**config.mk**
```make
export PLATFORM = sky130hd
export DESIGN_NAME = xbus_scheduler
export DESIGN_NICKNAME = d
export VERILOG_FILES = /design/src/rtl/xbus_scheduler.sv
export SDC_FILE = /design/constraint.sdc
export NUM_CORES = 1
export LEC_CHECK = 0
export CAP_MARGIN = 20
export CELL_PAD_IN_SITES_DETAIL_PLACEMENT = 1
export CELL_PAD_IN_SITES_GLOBAL_PLACEMENT = 1
export CORE_MARGIN = 2
export CORE_UTILIZATION = 31
export DETAILED_ROUTE_END_ITERATION = 12
export PLACE_DENSITY = 0.91
export SLEW_MARGIN = 15
export SYNTH_ARGS = -nofsm -noshare
export SYNTH_HDL_FRONTEND = slang
export SYNTH_SLANG_ARGS = --single-unit
```
**constraint.sdc**
```tcl
create_clock -name clk -period 3.12 [get_ports clk]
set_input_delay 0.624 -clock clk [delete_from_list [all_inputs] [get_ports clk]]
set_output_delay 0.624 -clock clk [all_outputs]
set_load 0.05 [all_outputs]
```
**src/rtl/xbus_scheduler.sv**
```systemverilog
// X-bus scheduler: round-robin arbiter over the ifmap, fltr and psum requesters
// onto a single registered output bus, with per-grant burst limiting and
// out-of-range tag filtering.
module xbus_scheduler #(
  parameter int DATA_WIDTH = 16,
  parameter int NUM_COL    = 4,
  parameter int ID_WIDTH   = 4
) (
  input  logic                      clk,
  input  logic                      rstn,          // active-high synchronous reset

  input  logic                      ifmap_valid,
  output logic                      ifmap_ready,
  input  logic [DATA_WIDTH-1:0]     ifmap_data,
  input  logic [ID_WIDTH-1:0]       ifmap_tag,
  input  logic                      ifmap_last,

  input  logic                      fltr_valid,
  output logic                      fltr_ready,
  input  logic [DATA_WIDTH-1:0]     fltr_data,
  input  logic [ID_WIDTH-1:0]       fltr_tag,
  input  logic                      fltr_last,

  input  logic                      psum_valid,
  output logic                      psum_ready,
  input  logic [2*DATA_WIDTH-1:0]   psum_data,
  input  logic [ID_WIDTH-1:0]       psum_tag,
  input  logic                      psum_last,

  input  logic [7:0]                cfg_burst_len,
  input  logic [2:0]                cfg_type_en,

  output logic                      bus_valid,
  input  logic                      bus_ready,
  output logic [2*DATA_WIDTH-1:0]   bus_data,
  output logic [1:0]                bus_type,
  output logic [ID_WIDTH-1:0]       bus_tag,

  output logic                      err_tag
);

  typedef enum logic {
    ST_IDLE,
    ST_XFER
  } state_t;

  localparam logic [1:0]        TY_IFMAP   = 2'd0;
  localparam logic [1:0]        TY_FLTR    = 2'd1;
  localparam logic [1:0]        TY_PSUM    = 2'd2;
  localparam logic [ID_WIDTH:0] LP_NUM_COL = (ID_WIDTH+1)'(NUM_COL);

  // Round-robin successor: ifmap -> fltr -> psum -> ifmap.
  function automatic logic [1:0] f_next(input logic [1:0] t);
    return (t == TY_PSUM) ? TY_IFMAP : t + 2'd1;
  endfunction

  state_t                    r_state;
  state_t                    w_state_next;
  logic [1:0]                r_g;
  logic [1:0]                r_rr;
  logic [7:0]                r_cnt;
  logic [7:0]                r_blen;

  logic                      r_bus_valid;
  logic [2*DATA_WIDTH-1:0]   r_bus_data;
  logic [1:0]                r_bus_type;
  logic [ID_WIDTH-1:0]       r_bus_tag;
  logic                      r_err_tag;

  logic [3:0]                w_req;
  logic                      w_found;
  logic [1:0]                w_sel;
  logic [1:0]                w_cand;
  logic                      w_gvalid;
  logic [2*DATA_WIDTH-1:0]   w_gdata;
  logic [ID_WIDTH-1:0]       w_gtag;
  logic                      w_glast;
  logic                      w_slot_free;
  logic                      w_accept;
  logic                      w_tag_ok;
  logic                      w_burst_end;

  assign bus_valid = r_bus_valid;
  assign bus_data  = r_bus_data;
  assign bus_type  = r_bus_type;
  assign bus_tag   = r_bus_tag;
  assign err_tag   = r_err_tag;

  // Bit 3 is padding so a 2-bit type index never selects past the vector.
  assign w_req = {1'b0, psum_valid, fltr_valid, ifmap_valid} & {1'b0, cfg_type_en};

  // Pick the first enabled, valid requester at or after the round-robin pointer.
  always_comb begin
    w_found = 1'b0;
    w_sel   = r_rr;
    w_cand  = r_rr;
    for (int unsigned k = 0; k < 3; k++) begin
      if (!w_found && w_req[w_cand]) begin
        w_found = 1'b1;
        w_sel   = w_cand;
      end
      w_cand = f_next(w_cand);
    end
  end

  // Route the granted requester's beat; ifmap/fltr are zero-extended to psum width.
  always_comb begin
    w_gvalid = 1'b0;
    w_gdata  = '0;
    w_gtag   = '0;
    w_glast  = 1'b0;
    case (r_g)
      TY_IFMAP: begin
        w_gvalid = ifmap_valid;
        w_gdata  = {{DATA_WIDTH{1'b0}}, ifmap_data};
        w_gtag   = ifmap_tag;
        w_glast  = ifmap_last;
      end
      TY_FLTR: begin
        w_gvalid = fltr_valid;
        w_gdata  = {{DATA_WIDTH{1'b0}}, fltr_data};
        w_gtag   = fltr_tag;
        w_glast  = fltr_last;
      end
      TY_PSUM: begin
        w_gvalid = psum_valid;
        w_gdata  = psum_data;
        w_gtag   = psum_tag;
        w_glast  = psum_last;
      end
      default: ;
    endcase
  end

  assign w_slot_free = !r_bus_valid || bus_ready;
  assign w_accept    = !rstn && (r_state == ST_XFER) && w_gvalid && w_slot_free;
  assign w_tag_ok    = ({1'b0, w_gtag} < LP_NUM_COL);
  assign w_burst_end = w_glast || (({1'b0, r_cnt} + 9'd1) == {1'b0, r_blen});

  // FSM state register.
  always_ff @(posedge clk) begin
    if (rstn) begin
      r_state <= ST_IDLE;
    end else begin
      r_state <= w_state_next;
    end
  end

  // FSM next-state: grant when something is requestable, release on burst end.
  always_comb begin
    w_state_next = r_state;
    case (r_state)
      ST_IDLE: if (w_found) w_state_next = ST_XFER;
      ST_XFER: if (w_accept && w_burst_end) w_state_next = ST_IDLE;
      default: w_state_next = ST_IDLE;
    endcase
  end

  // FSM outputs: only the granted requester sees ready, and only while the bus slot can take a beat.
  always_comb begin
    ifmap_ready = 1'b0;
    fltr_ready  = 1'b0;
    psum_ready  = 1'b0;
    if (!rstn && (r_state == ST_XFER)) begin
      case (r_g)
        TY_IFMAP: ifmap_ready = w_slot_free;
        TY_FLTR:  fltr_ready  = w_slot_free;
        TY_PSUM:  psum_ready  = w_slot_free;
        default: ;
      endcase
    end
  end

  // Grant, round-robin pointer, beat counter and burst length latched at grant time.
  always_ff @(posedge clk) begin
    if (rstn) begin
      r_g    <= TY_IFMAP;
      r_rr   <= TY_IFMAP;
      r_cnt  <= '0;
      r_blen <= 8'd1;
    end else if ((r_state == ST_IDLE) && w_found) begin
      r_g    <= w_sel;
      r_cnt  <= '0;
      r_blen <= (cfg_burst_len == 8'd0) ? 8'd1 : cfg_burst_len;
    end else if (w_accept) begin
      if (w_burst_end) begin
        r_cnt <= '0;
        r_rr  <= f_next(r_g);
      end else begin
        r_cnt <= r_cnt + 8'd1;
      end
    end
  end

  // Output bus register: load on accept (bad tags are dropped but flagged), clear on drain.
  always_ff @(posedge clk) begin
    if (rstn) begin
      r_bus_valid <= 1'b0;
      r_bus_data  <= '0;
      r_bus_type  <= '0;
      r_bus_tag   <= '0;
      r_err_tag   <= 1'b0;
    end else begin
      if (w_accept && w_tag_ok) begin
        r_bus_valid <= 1'b1;
        r_bus_data  <= w_gdata;
        r_bus_type  <= r_g;
        r_bus_tag   <= w_gtag;
      end else if (r_bus_valid && bus_ready) begin
        r_bus_valid <= 1'b0;
      end
      if (w_accept && !w_tag_ok) begin
        r_err_tag <= 1'b1;
      end
    end
  end

endmodule

```
=== Word-level counts from Yosys, hierarchy flattened ===
Cells that the tools add are included.

* Add/sub/neg operators: 5
* Order comparisons: 4
* Eq/ne operators: 5
* Multiplexer cells: 31
* Bitwise operators: 3
* Reduce and logical (&&, ||, !) cells: 22

{| class="wikitable"
|+ Operators by type and width
! operator !! count
|-
| $pmux W32 S3 || 1
|-
| $mux W1 || 16
|-
| $mux W8 || 2
|-
| $pmux W4 S3 || 1
|-
| $logic_and A1 B1 Y1 || 10
|-
| $mux W2 || 5
|-
| $add A8 B1 Y9 const B || 1
|-
| $eq A9 B8 Y1 || 1
|-
| $lt A2 B3 Y1 const B || 3
|-
| $add A8 B1 Y8 const B || 1
|-
| $logic_not A8 Y1 || 1
|-
| $add A2 B1 Y2 const B || 3
|-
| $bmux W1 S2 || 3
|-
| $eq A2 B2 Y1 const B || 3
|-
| $pmux W1 S3 || 2
|-
| $logic_not A1 Y1 || 5
|-
| $lt A4 B3 Y1 const B || 1
|-
| $and A3 B3 Y3 || 1
|-
| $reduce_and A3 Y1 || 1
|-
| $eq A2 B1 Y1 const B || 1
|-
| $logic_not A2 Y1 || 1
|-
| $logic_or A1 B1 Y1 || 2
|-
| $not A1 Y1 || 2
|-
| $pmux W1 S2 || 1
|-
| other kinds (2) || 2
|}

* Register bits after elaboration: 61
* Output and inout bits: 43
* Word-level logic and storage cells: 80

=== Depth between registers and ports, before layout ===
* Depth in word-level cells: 13
* Mapped depth: 9
* Gate-level depth less buffers: 7

=== Worst setup path before layout ===
OpenSTA, ideal clock, no wires.

* Path kind: input to output
* Start point: in rstn
* End point: out ifmap_ready
* Data arrival time: 2.051 ns
* Required time: 2.496 ns
* Setup slack: 0.445 ns
* Stages on the path: 3
* Cells stage by stage: clkbuf_1 -> nand3b_1 -> nor3_1

* Word-level cells in the longest chain between the ends: 3

{| class="wikitable"
|+ Ends and longest elaborated chain
! item !! line !! text
|-
| start: declaration || 10 || <nowiki>input logic rstn,</nowiki>
|-
| $logic_not A1 Y1 || 164 || <nowiki>if (!rstn && (r_state == ST_XFER)) begin</nowiki>
|-
| $logic_and A1 B1 Y1 || 164 ||
|-
| $mux W1 || 164 ||
|-
| end: declaration || 13 || <nowiki>output logic ifmap_ready,</nowiki>
|}

Every way passes these cells.

=== Final worst setup path ===
* Start point: in bus_ready
* End point: out psum_ready

* Word-level cells in the longest chain between the ends: 3

{| class="wikitable"
|+ Ends and longest elaborated chain
! item !! line !! text
|-
| start: declaration || 34 || <nowiki>input logic bus_ready,</nowiki>
|-
| $logic_or A1 B1 Y1 || 135 || <nowiki>assign w_slot_free = !r_bus_valid || bus_ready;</nowiki>
|-
| $mux W1 || 165 || <nowiki>case (r_g)</nowiki>
|-
| $mux W1 || 164 ||
|-
| end: declaration || 25 || <nowiki>output logic psum_ready,</nowiki>
|}

Every way passes these cells.

==> flow_summary.yaml <==
run:
  drv_cap: 0
place:
  gp_congestion: 0.8313
  port_buffers: 138
  dp_hpwl_mm: 7.773
routing:
  drt_first_pass_iters: 4
  wl_per_cell_um: 15.09
  viasPerCell: 4.884
  antenna_left: 0
  vias: 3238
  drt_iter0_markers: 88
  drc_errors: 0
  drt_wl_total_mm: 10.00
floorplanning:
  start_util_pct: 31.46
  die-area_um2: 10540
  rows: 36
  ios: 139
  die_w_um: 102.7
  core-area_um2: 9594
  dieHeight_um: 102.7
pwr:
  p_leak_nw: 1.674
  p_per_area_nw_per_um2: 429.6
  power_frac_comb_pct: 20.0
  clkPwrFrac_pct: 39.6
  power_frac_seq_pct: 40.3
  vdd_drop_max_uv: 185.3
  swShare_pct: 26.58
  power.switching_mw: 0.5418
  totalPowerFinal_mw: 2.039
  internal_power_mw: 1.497
critical_path:
  crit_path_max_incr_delay_ps: 460
  critPathKind: "input pin to primary output"
  crit_buf_inv: 2
  worstPathCellList: "clkdlybuf4s50_1 -> nand2b_1 -> nand3b_1 -> nor3_1 -> buf_12"
  cp.arrival_ps: 1850
  cp-start-kind: "input pin"
  end_kind: "primary output"
  cpMaxStageDelayCell: "clkdlybuf4s50_1"
  worstPathRequired_ps: 2500
  critPathTopFamily: "buffers and inverters"
  crit_path_max_fanout: 3
cts:
  cts.path.max_buffers: 2
  cts_tree: "done"
  clk_pin_slew_worst_paths_ps: 70
  cts-hold-fix-buffers: 0
  cts.sinks: 61
  clk_latency_ps: 350
  h-tree-depth: 3
  cts-root-buf: "clkbuf_8"
  cts_resized: 0
  cts_buffers: 9
  cts_setup_buffers: 0
synthesis:
  syn_avg_cell_area_um2: 7.621
  yosys.area_share.adder_pct: 0.4146
  synthCells: 396
  netlist-cell-type-count: 46
  synth_sequential_area_ratio_pct: 40.46
  synth_edf_count: 0
  synth-xor-area-share_pct: 4.643
  synth.largest_area_cell: "dfxtp_1"
  synth-async-reset-ratio_pct: 0
  ys_warn_count: 0
  ys.flop_type: "dfxtp_1"
  muxShareOfSynthArea_pct: 7.007
  yosysTopAreaCellShare_pct: 40.46
  synth_area_um2: 3018
  synth_compound_area_share_pct: 18.03
  syn_nets: 493
  synth_seq_cells: 61
  synth-simple-area-share_pct: 25.50
  synth_top_family_by_area: "simple AND/OR/NAND/NOR gates"
  synthTopCellsByArea: "dfxtp_1 (40%), a21oi_1 (11%), nor2_1 (9.3%)"
sta:
  rsz0062_at_grt: "false"
  worstMarginPinSlew_ps: 562.9
  post-route-period-util_pct: 79.20
  drv_slew: 0
  slew_headroom_pct: 62.35
  finalCriticalPeriod_ps: 2471
  setup_viol: 0
  fin_setup_tns_ps: 0
  max_freq_mhz: 404.7
  hold_violations: 0
  finalClockSkew_ps: 6.571
final_layout:
  num_antenna_cells: 0
  final_nets: 622
  fin_util_pct: 49.47
  drive_above_1_share_pct: 5.849
  area_growth_pct: 57.26
min_path:
  hold_path.class: "flip-flop to flip-flop"
global_route:
  grt_pass1_vias: 3440
  grt_max_degree: 42
  antenna_found_initial: 0
  grt_pass1_wl_mm: 16.43
  grt_use_total_pct: 20.02
  overflow: 0
status:
  status: "complete, no violations"
## sequential cells by signal (all words and copies together) (netlist names)
register / count
bus_type: 2
bus_tag: 4
r_rr: 2
r_blen: 8
err_tag: 1
bus_valid: 1
r_state: 1
bus_data: 32
r_g: 2
r_cnt: 8
## worst reg2reg max path, stage by stage (launching register included)
cell and delay (ps):
dfxtp_1 500, buf_4 390, nor3_1 140, a211oi_1 250, nand4b_1 180, buf_4 340, nor2_1 110, a21oi_1 150
nor2_1 50
## final timing paths
check                                  start      endpoint  slack, ps  cells after the start
worst max-delay path               bus_ready    psum_ready        650                      5
worst min-delay path            bus_data[19]  bus_data[19]        460                      2
worst max register to register        r_g[1]   bus_data[9]        890                      8
worst min register to register  bus_data[19]  bus_data[19]        460                      2
## metal layers
metal,vias to the layer above,part of all wire (%),global-route usage (%),routed length (um)
met3,14,8.6,7.932,856
met2,106,50,35.29,5008
met1,1506,40,21.61,3977
met5,-,0,0,0
met4,0,1.6,7.487,161
li1,1612,-,-,-
## through the flow
stage                     std cells  hold WS [ps]  setup WS (ps)  cell area, um^2
after floorplan                 396         463.2          444.8             3018
after global placement          647         442.7          655.7             4519
after detailed placement        647         449.3          537.3             4519
after CTS                       663         459.6          637.5             4746
after global routing            663         482.4          535.6             4746
final                           663         455.7          649.1             4746
## cells in the final DEF (no fill, tap or decap), drive strengths merged, types with 9 or more instances in the layout
cell           synthesis  final
nand3                 20     20
clkbuf                15     13
clkdlybuf4s50          0    134
buf                   12     11
a21oi                 65     65
o21ai                 16     16
nand2                 42     42
mux2i                 20     20
dfxtp                 61     61
nor2                  77     77
xor2                   9      9
## layout make-up
type / instances / area, um^2
tap: 133 / 166.4
clock buffer: 13 / 158.9
inverter: 2 / 7.507
sequential: 61 / 1221
timing repair buffer: 145 / 1446
clock inverter: 3 / 67.56
fill: 1150 / 4848
multi-input combinational: 306 / 1678
## cells by family (layout without fill, tap and decap cells)
logic type / after synthesis / count (layout)
buf+inv: 29 / 163
mux: 21 / 21
fa+ha+maj: 1 / 1
flops: 61 / 61
simple gates: 171 / 171
xor+xnor: 16 / 16
compound gates: 97 / 97
## power by group through the flow
stage / combinational (mW) / sequential (mW) / clock (mW)
final: 0.408 / 0.823 / 0.808
after global routing: 0.450 / 0.825 / 0.865
after CTS: 0.413 / 0.823 / 0.830
after detailed placement: 0.410 / 0.840 / 0
after global placement: 0.398 / 0.839 / 0
after floorplan: 0.202 / 0.851 / 0
## synthesized netlist by cell type (3+ instances only)
master    instances
nor2_1           75
a21oi_1          65
dfxtp_1          61
nand2_1          41
mux2i_1          20
nand3_1          20
clkbuf_1         15
o21ai_0          15
xor2_1            9
nor3_1            7
xnor2_1           7
buf_1             6
nor2b_1           6
buf_2             5
nand2b_1          3
nand4_1           3
nor3b_1           3
Note: power is estimated with default switching activity, not from simulation.
